<file path="config.mk">
export PLATFORM = sky130hd
export DESIGN_NAME = seq_display
export DESIGN_NICKNAME = d
export VERILOG_FILES = /design/src/rtl/display_pkg.sv /design/src/rtl/seven_seg_decoder.sv /design/src/rtl/seq_display.sv
export SDC_FILE = /design/constraint.sdc
export NUM_CORES = 1
export LEC_CHECK = 0
export ABC_AREA = 1
export BUFFER_PORTS_ARGS = -buffer_cell sky130_fd_sc_hd__buf_4
export CORE_MARGIN = 2
export CORE_UTILIZATION = 50
export DETAILED_ROUTE_END_ITERATION = 8
export GPL_TIMING_DRIVEN = 0
export PLACE_DENSITY = 0.74
export SLEW_MARGIN = 20
export SYNTH_ARGS = -nofsm -noshare
export SYNTH_HDL_FRONTEND = slang
export SYNTH_HIERARCHICAL = 1
export SYNTH_SLANG_ARGS = --single-unit
</file>
<file path="constraint.sdc">
create_clock -name clk -period 2.1 [get_ports clk]
set_clock_uncertainty 0.05 [all_clocks]
set_input_delay 0.315 -clock clk [delete_from_list [all_inputs] [get_ports clk]]
set_output_delay 0.315 -clock clk [all_outputs]
set_load 0.05 [all_outputs]
</file>
<file path="src/rtl/display_pkg.sv">
// rtl/display_pkg.sv - shared types and segment constants for the BCD display path
package display_pkg;

  typedef enum logic {IDLE, CONV} state_t;

  // Active-low patterns, bit 6 = g down to bit 0 = a.
  localparam logic [6:0] SEG_BLANK = 7'h7F;
  localparam logic [6:0] SEG_0 = 7'b1000000;
  localparam logic [6:0] SEG_1 = 7'b1111001;
  localparam logic [6:0] SEG_2 = 7'b0100100;
  localparam logic [6:0] SEG_3 = 7'b0110000;
  localparam logic [6:0] SEG_4 = 7'b0011001;
  localparam logic [6:0] SEG_5 = 7'b0010010;
  localparam logic [6:0] SEG_6 = 7'b0000010;
  localparam logic [6:0] SEG_7 = 7'b1111000;
  localparam logic [6:0] SEG_8 = 7'b0000000;
  localparam logic [6:0] SEG_9 = 7'b0010000;

  function automatic longint unsigned pow10(input int n);
    longint unsigned p;
    p = 1;
    for (int i = 0; i < n; i++) p = p * 10;
    return p;
  endfunction

endpackage

</file>
<file path="src/rtl/seven_seg_decoder.sv">
// rtl/seven_seg_decoder.sv - one BCD digit to an active-low seven-segment pattern
module seven_seg_decoder
  import display_pkg::*;
(
  input  logic [3:0] digit,
  input  logic       blank,
  output logic [6:0] seg
);

  always_comb begin
    seg = SEG_BLANK;
    if (!blank) begin
      case (digit)
        4'd0: seg = SEG_0;
        4'd1: seg = SEG_1;
        4'd2: seg = SEG_2;
        4'd3: seg = SEG_3;
        4'd4: seg = SEG_4;
        4'd5: seg = SEG_5;
        4'd6: seg = SEG_6;
        4'd7: seg = SEG_7;
        4'd8: seg = SEG_8;
        4'd9: seg = SEG_9;
        default: seg = SEG_BLANK;
      endcase
    end
  end

endmodule

</file>
<file path="src/rtl/seq_display.sv">
// rtl/seq_display.sv - handshaked binary-to-BCD converter (double dabble) driving
// registered multi-digit seven-segment outputs with optional leading-zero blanking
module seq_display
  import display_pkg::*;
#(
  parameter int NBITS    = 8,
  parameter int NDIGITS  = 3,
  parameter int BLANK_LZ = 1
) (
  input  logic                   clk,
  input  logic                   rst,
  input  logic                   in_val,
  output logic                   in_rdy,
  input  logic [NBITS-1:0]       in,
  output logic                   out_val,
  output logic [4*NDIGITS-1:0]   bcd,
  output logic [7*NDIGITS-1:0]   seg
);

  localparam int CW = (NBITS > 1) ? $clog2(NBITS) : 1;
  localparam int BW = 4 * NDIGITS;
  localparam longint unsigned MAXV = (64'd1 << NBITS) - 64'd1;

  generate
    if (NBITS < 1 || NBITS > 16) begin : g_nbits_err
      $error("seq_display: NBITS must be within 1..16");
    end
    if (pow10(NDIGITS) <= MAXV) begin : g_ndigits_err
      $error("seq_display: NDIGITS too small to hold 2**NBITS-1");
    end
  endgenerate

  state_t           state;
  logic [CW-1:0]    cnt;
  logic [NBITS-1:0] sh;
  logic [BW-1:0]    acc;
  logic [BW-1:0]    adj;
  logic [BW-1:0]    acc_next;
  logic [NBITS-1:0] sh_next;
  logic [NDIGITS-1:0]   blank;
  logic [7*NDIGITS-1:0] seg_next;

  // One double-dabble step: add 3 to nibbles >= 5, then shift {acc, sh} left.
  always_comb begin
    adj = acc;
    for (int i = 0; i < NDIGITS; i++) begin
      if (acc[4*i +: 4] >= 4'd5) adj[4*i +: 4] = acc[4*i +: 4] + 4'd3;
    end
    acc_next = (adj << 1) | {{(BW-1){1'b0}}, sh[NBITS-1]};
    sh_next  = sh << 1;
  end

  // A digit blanks only when it and every digit above it are zero; digit 0 never blanks.
  always_comb begin
    logic nz;
    nz    = 1'b0;
    blank = '0;
    for (int i = NDIGITS - 1; i >= 1; i--) begin
      nz       = nz | (acc_next[4*i +: 4] != 4'd0);
      blank[i] = (BLANK_LZ != 0) && !nz;
    end
  end

  for (genvar g = 0; g < NDIGITS; g++) begin : g_dec
    seven_seg_decoder u_dec (
      .digit (acc_next[4*g +: 4]),
      .blank (blank[g]),
      .seg   (seg_next[7*g +: 7])
    );
  end

  always_ff @(posedge clk or posedge rst) begin
    if (rst) begin
      state   <= IDLE;
      in_rdy  <= 1'b1;
      out_val <= 1'b0;
      cnt     <= '0;
      sh      <= '0;
      acc     <= '0;
      bcd     <= '0;
      seg     <= {NDIGITS{SEG_BLANK}};
    end else begin
      out_val <= 1'b0;
      case (state)
        IDLE: begin
          if (in_val) begin
            sh     <= in;
            acc    <= '0;
            cnt    <= '0;
            in_rdy <= 1'b0;
            state  <= CONV;
          end
        end
        CONV: begin
          sh  <= sh_next;
          acc <= acc_next;
          if (cnt == CW'(NBITS - 1)) begin
            bcd     <= acc_next;
            seg     <= seg_next;
            out_val <= 1'b1;
            in_rdy  <= 1'b1;
            state   <= IDLE;
          end else begin
            cnt <= cnt + 1'b1;
          end
        end
        default: state <= IDLE;
      endcase
    end
  end

endmodule
</file>
==> flow_metrics.py <==
metrics = {
    "clock_tree": {
        "numClockSinks": 59,
        "cts_tree": "built",
        "hold_buffers": 0,
        "cts-htree-levels": 3,
        "root_buffer": "clkbuf_8",
        "cts_buffers": 9,
        "insertion_delay_ns": 0.34,
        "clock_path_buffers": 2,
        "cts.reportedPaths.clkPinSlew_ns": 0.07,
    },
    "timing": {
        "min_period_over_period_pct": 94.9,
        "setup_viol": 0,
        "max_clock_freq_ghz": 0.502,
        "worst_pin_slew_ns": 0.711,
        "finalWorstSetupSlack_ns": 0.106,
        "setup_tns_ns": 0,
        "hold_violations": 0,
        "slew_viol_final": 0,
        "min_period_ns": 1.99,
        "slew_headroom_pct": 52.6,
    },
    "yosys": {
        "muxShareOfSynthArea_pct": 0,
        "yosys_warnings": 6,
        "synthSimpleGateAreaFrac_pct": 29.3,
        "synth_compound_area_share_pct": 7.21,
        "netlist_instances": 416,
        "synth_adder_area_share_pct": 8.82,
        "synth_xor_area_share_pct": 0.268,
        "syn_area_per_cell_um2": 7.84,
        "synthDistinctLibCells": 26,
        "yosysSeqAreaShare_pct": 46.1,
        "synth-seq-cells": 59,
        "synth_top_family_by_area": "simple AND/OR/NAND/NOR gates",
        "netlist_area_um2": 3260,
    },
    "floorplanning": {
        "die_w_um": 84.8,
        "die_y_um": 84.8,
        "initial_utilization_pct": 51.7,
        "core_um2": 6310,
        "dieArea_um2": 7190,
        "fp-row-count": 29,
        "io_pins": 46,
    },
    "routing": {
        "viasPerCell": 5.00,
        "drc": 0,
        "ant_nets": 0,
        "dr.first_iter.drc_count": 87,
        "wire_per_inst_um": 12.5,
        "dr.pass1.iters": 4,
        "num_vias": 2827,
        "wirelength_um": 7050,
    },
    "global_routing": {
        "grt_pass1_wl_um": 11800,
        "track_usage_pct": 20.4,
        "grt_pass1_vias": 2651,
        "grt_overflow": 0,
        "antenna_found_initial": 0,
        "grt_max_degree": 60,
    },
    "setup_path": {
        "crit_path_end_kind": "flop",
        "critPathLaunchType": "flop",
        "cp.required_ns": 2.33,
        "worstPathArrival_ns": 2.23,
        "path_class": "flop to flop",
        "cp_max_fo": 5,
    },
    "finish": {
        "layout.nets": 517,
        "diodes": 0,
        "layout-drive-gt1-share_pct": 30.3,
        "syn_to_final_growth_pct": 23.4,
    },
    "placement": {
        "post-dp-hpwl_um": 4860,
        "routabilityCongestion": 0.866,
        "placement.io_buffers": 45,
        "place_ws_ns": -0.153,
    },
    "worst_hold_path": {
        "min_path_type": "input pin to asynchronous set/reset pin",
    },
    "job": {
        "drv_cap": 0,
    },
    "status": {
        "outcome": "finished, final reports clean",
    },
}
[cell type report]
| class | count | area (um^2) |
|---|---|---|
| plain buffers | 10 | 56.3 |
| multi-input cells | 292 | 1540 |
| fillers | 590 | 2290 |
| flip-flops and latches | 59 | 1500 |
| inverters | 56 | 213 |
| well taps | 77 | 96.3 |
| repair buffers | 55 | 413 |
| clock inverters | 6 | 65.1 |
| clock buffers | 10 | 138 |
[flip-flops by register name, summed over array words and instances (netlist names)]
| register | cells |
|---|---|
| acc | 12 |
| bcd | 12 |
| cnt | 3 |
| in_rdy | 1 |
| out_val | 1 |
| seg | 21 |
| sh | 8 |
| state | 1 |
[what timing repair did]
item,in CTS,in global routing
pin swaps,1,4
endpoints found under the setup margin,8,18
gates resized for setup,6,12
setup buffers,1,9
[stage by stage]
stage	cell area, um^2	utilization (%)	cells	hold slack (ns)
2_1_floorplan	3270	-	417	0.385
3_3_place_gp	3700	58.6	539	0.406
3_5_place_dp	3700	58.7	539	0.408
4_1_cts	3930	62.2	556	0.0737
5_1_grt	4030	63.8	565	0.111
6_report	4030	63.8	565	0.0435
[worst max-delay path, stage by stage (launching register included)]
cell     delay [ns]
dfrtp_1        0.38
inv_2          0.06
ha_1           0.20
inv_1          0.08
nand2_2        0.08
nand3_4        0.11
xor2_2         0.20
inv_2          0.09
inv_1          0.10
ha_1           0.24
nand2_1        0.08
nand3_1        0.08
nand2_1        0.07
nand2_1        0.05
nand2_1        0.06
[final timing paths]
path                       startpoint  endpoint  slack (ns)  cells past startpoint
hold / removal                    rst    bcd[1]        0.04                      2
min in group clk                in[2]     sh[2]        0.13                      3
max in group asynchronous         rst    acc[8]        1.48                      2
setup / recovery               acc[0]    seg[3]        0.11                     14
hold reg to reg               seg[17]   seg[17]        0.41                      2
setup reg to reg               acc[0]    seg[3]        0.11                     14
[kinds of logic after synthesis]
logic type / count (synthesis)
simple gates: 228
flops: 59
compound gates: 38
buf+inv: 66
fa+ha+maj: 23
other cells: 1
xor+xnor: 1
[cells in the mapped netlist]
master | count | share of area (%)
nand2_1 | 166 | 19
ha_1 | 23 | 8.8
nand2_2 | 6 | 1.2
nor2_1 | 13 | 1.5
nor2_4 | 3 | 1.0
conb_1 | 1 | 0.11
a22o_1 | 1 | 0.27
nor2_2 | 7 | 1.3
nand3_1 | 29 | 4.4
inv_1 | 47 | 5.4
nand4_1 | 4 | 0.77
dfstp_2 | 22 | 18
xor2_1 | 1 | 0.27
inv_2 | 9 | 1.0
buf_4 | 3 | 0.69
o21ai_1 | 6 | 0.92
o211ai_1 | 1 | 0.23
o21ai_2 | 3 | 0.81
dfrtp_1 | 37 | 28
a21boi_2 | 1 | 0.35
clkbuf_1 | 1 | 0.11
a21oi_1 | 4 | 0.61
o21ai_0 | 10 | 1.5
o22ai_1 | 11 | 2.1
buf_2 | 6 | 0.92
o22ai_2 | 1 | 0.38
[layout by cell type (no fill, tap or decap), types with 2 or more instances in the layout]
| master | netlist | layout |
|---|---|---|
| buf_4 | 3 | 58 |
| conb_1 | 1 | 2 |
| a21oi_1 | 4 | 4 |
| nor2_2 | 7 | 8 |
| clkinv_2 | 0 | 2 |
| dfstp_2 | 22 | 22 |
| buf_2 | 6 | 6 |
| o21ai_1 | 6 | 7 |
| nor2_1 | 13 | 12 |
| nand2_1 | 166 | 159 |
| ha_1 | 23 | 23 |
| clkbuf_8 | 0 | 10 |
| nand4_1 | 4 | 4 |
| o21ai_2 | 3 | 3 |
| inv_2 | 9 | 14 |
| nand2_2 | 6 | 12 |
| dfrtp_1 | 37 | 37 |
| clkinv_4 | 0 | 2 |
| o22ai_1 | 11 | 11 |
| nand3_1 | 29 | 28 |
| o21ai_0 | 10 | 9 |
| inv_1 | 47 | 41 |
| nor2_4 | 3 | 3 |
[layer usage]
metal / share of wire [%] / track usage [%]
met5: 0 / 0
met3: 3.8 / 4.03
met2: 49 / 34.3
met1: 45 / 25.3
met4: 2.1 / 9.81
Power is not shown: default switching activity piles up to over one toggle a cycle in this logic, so the estimate is an artifact.
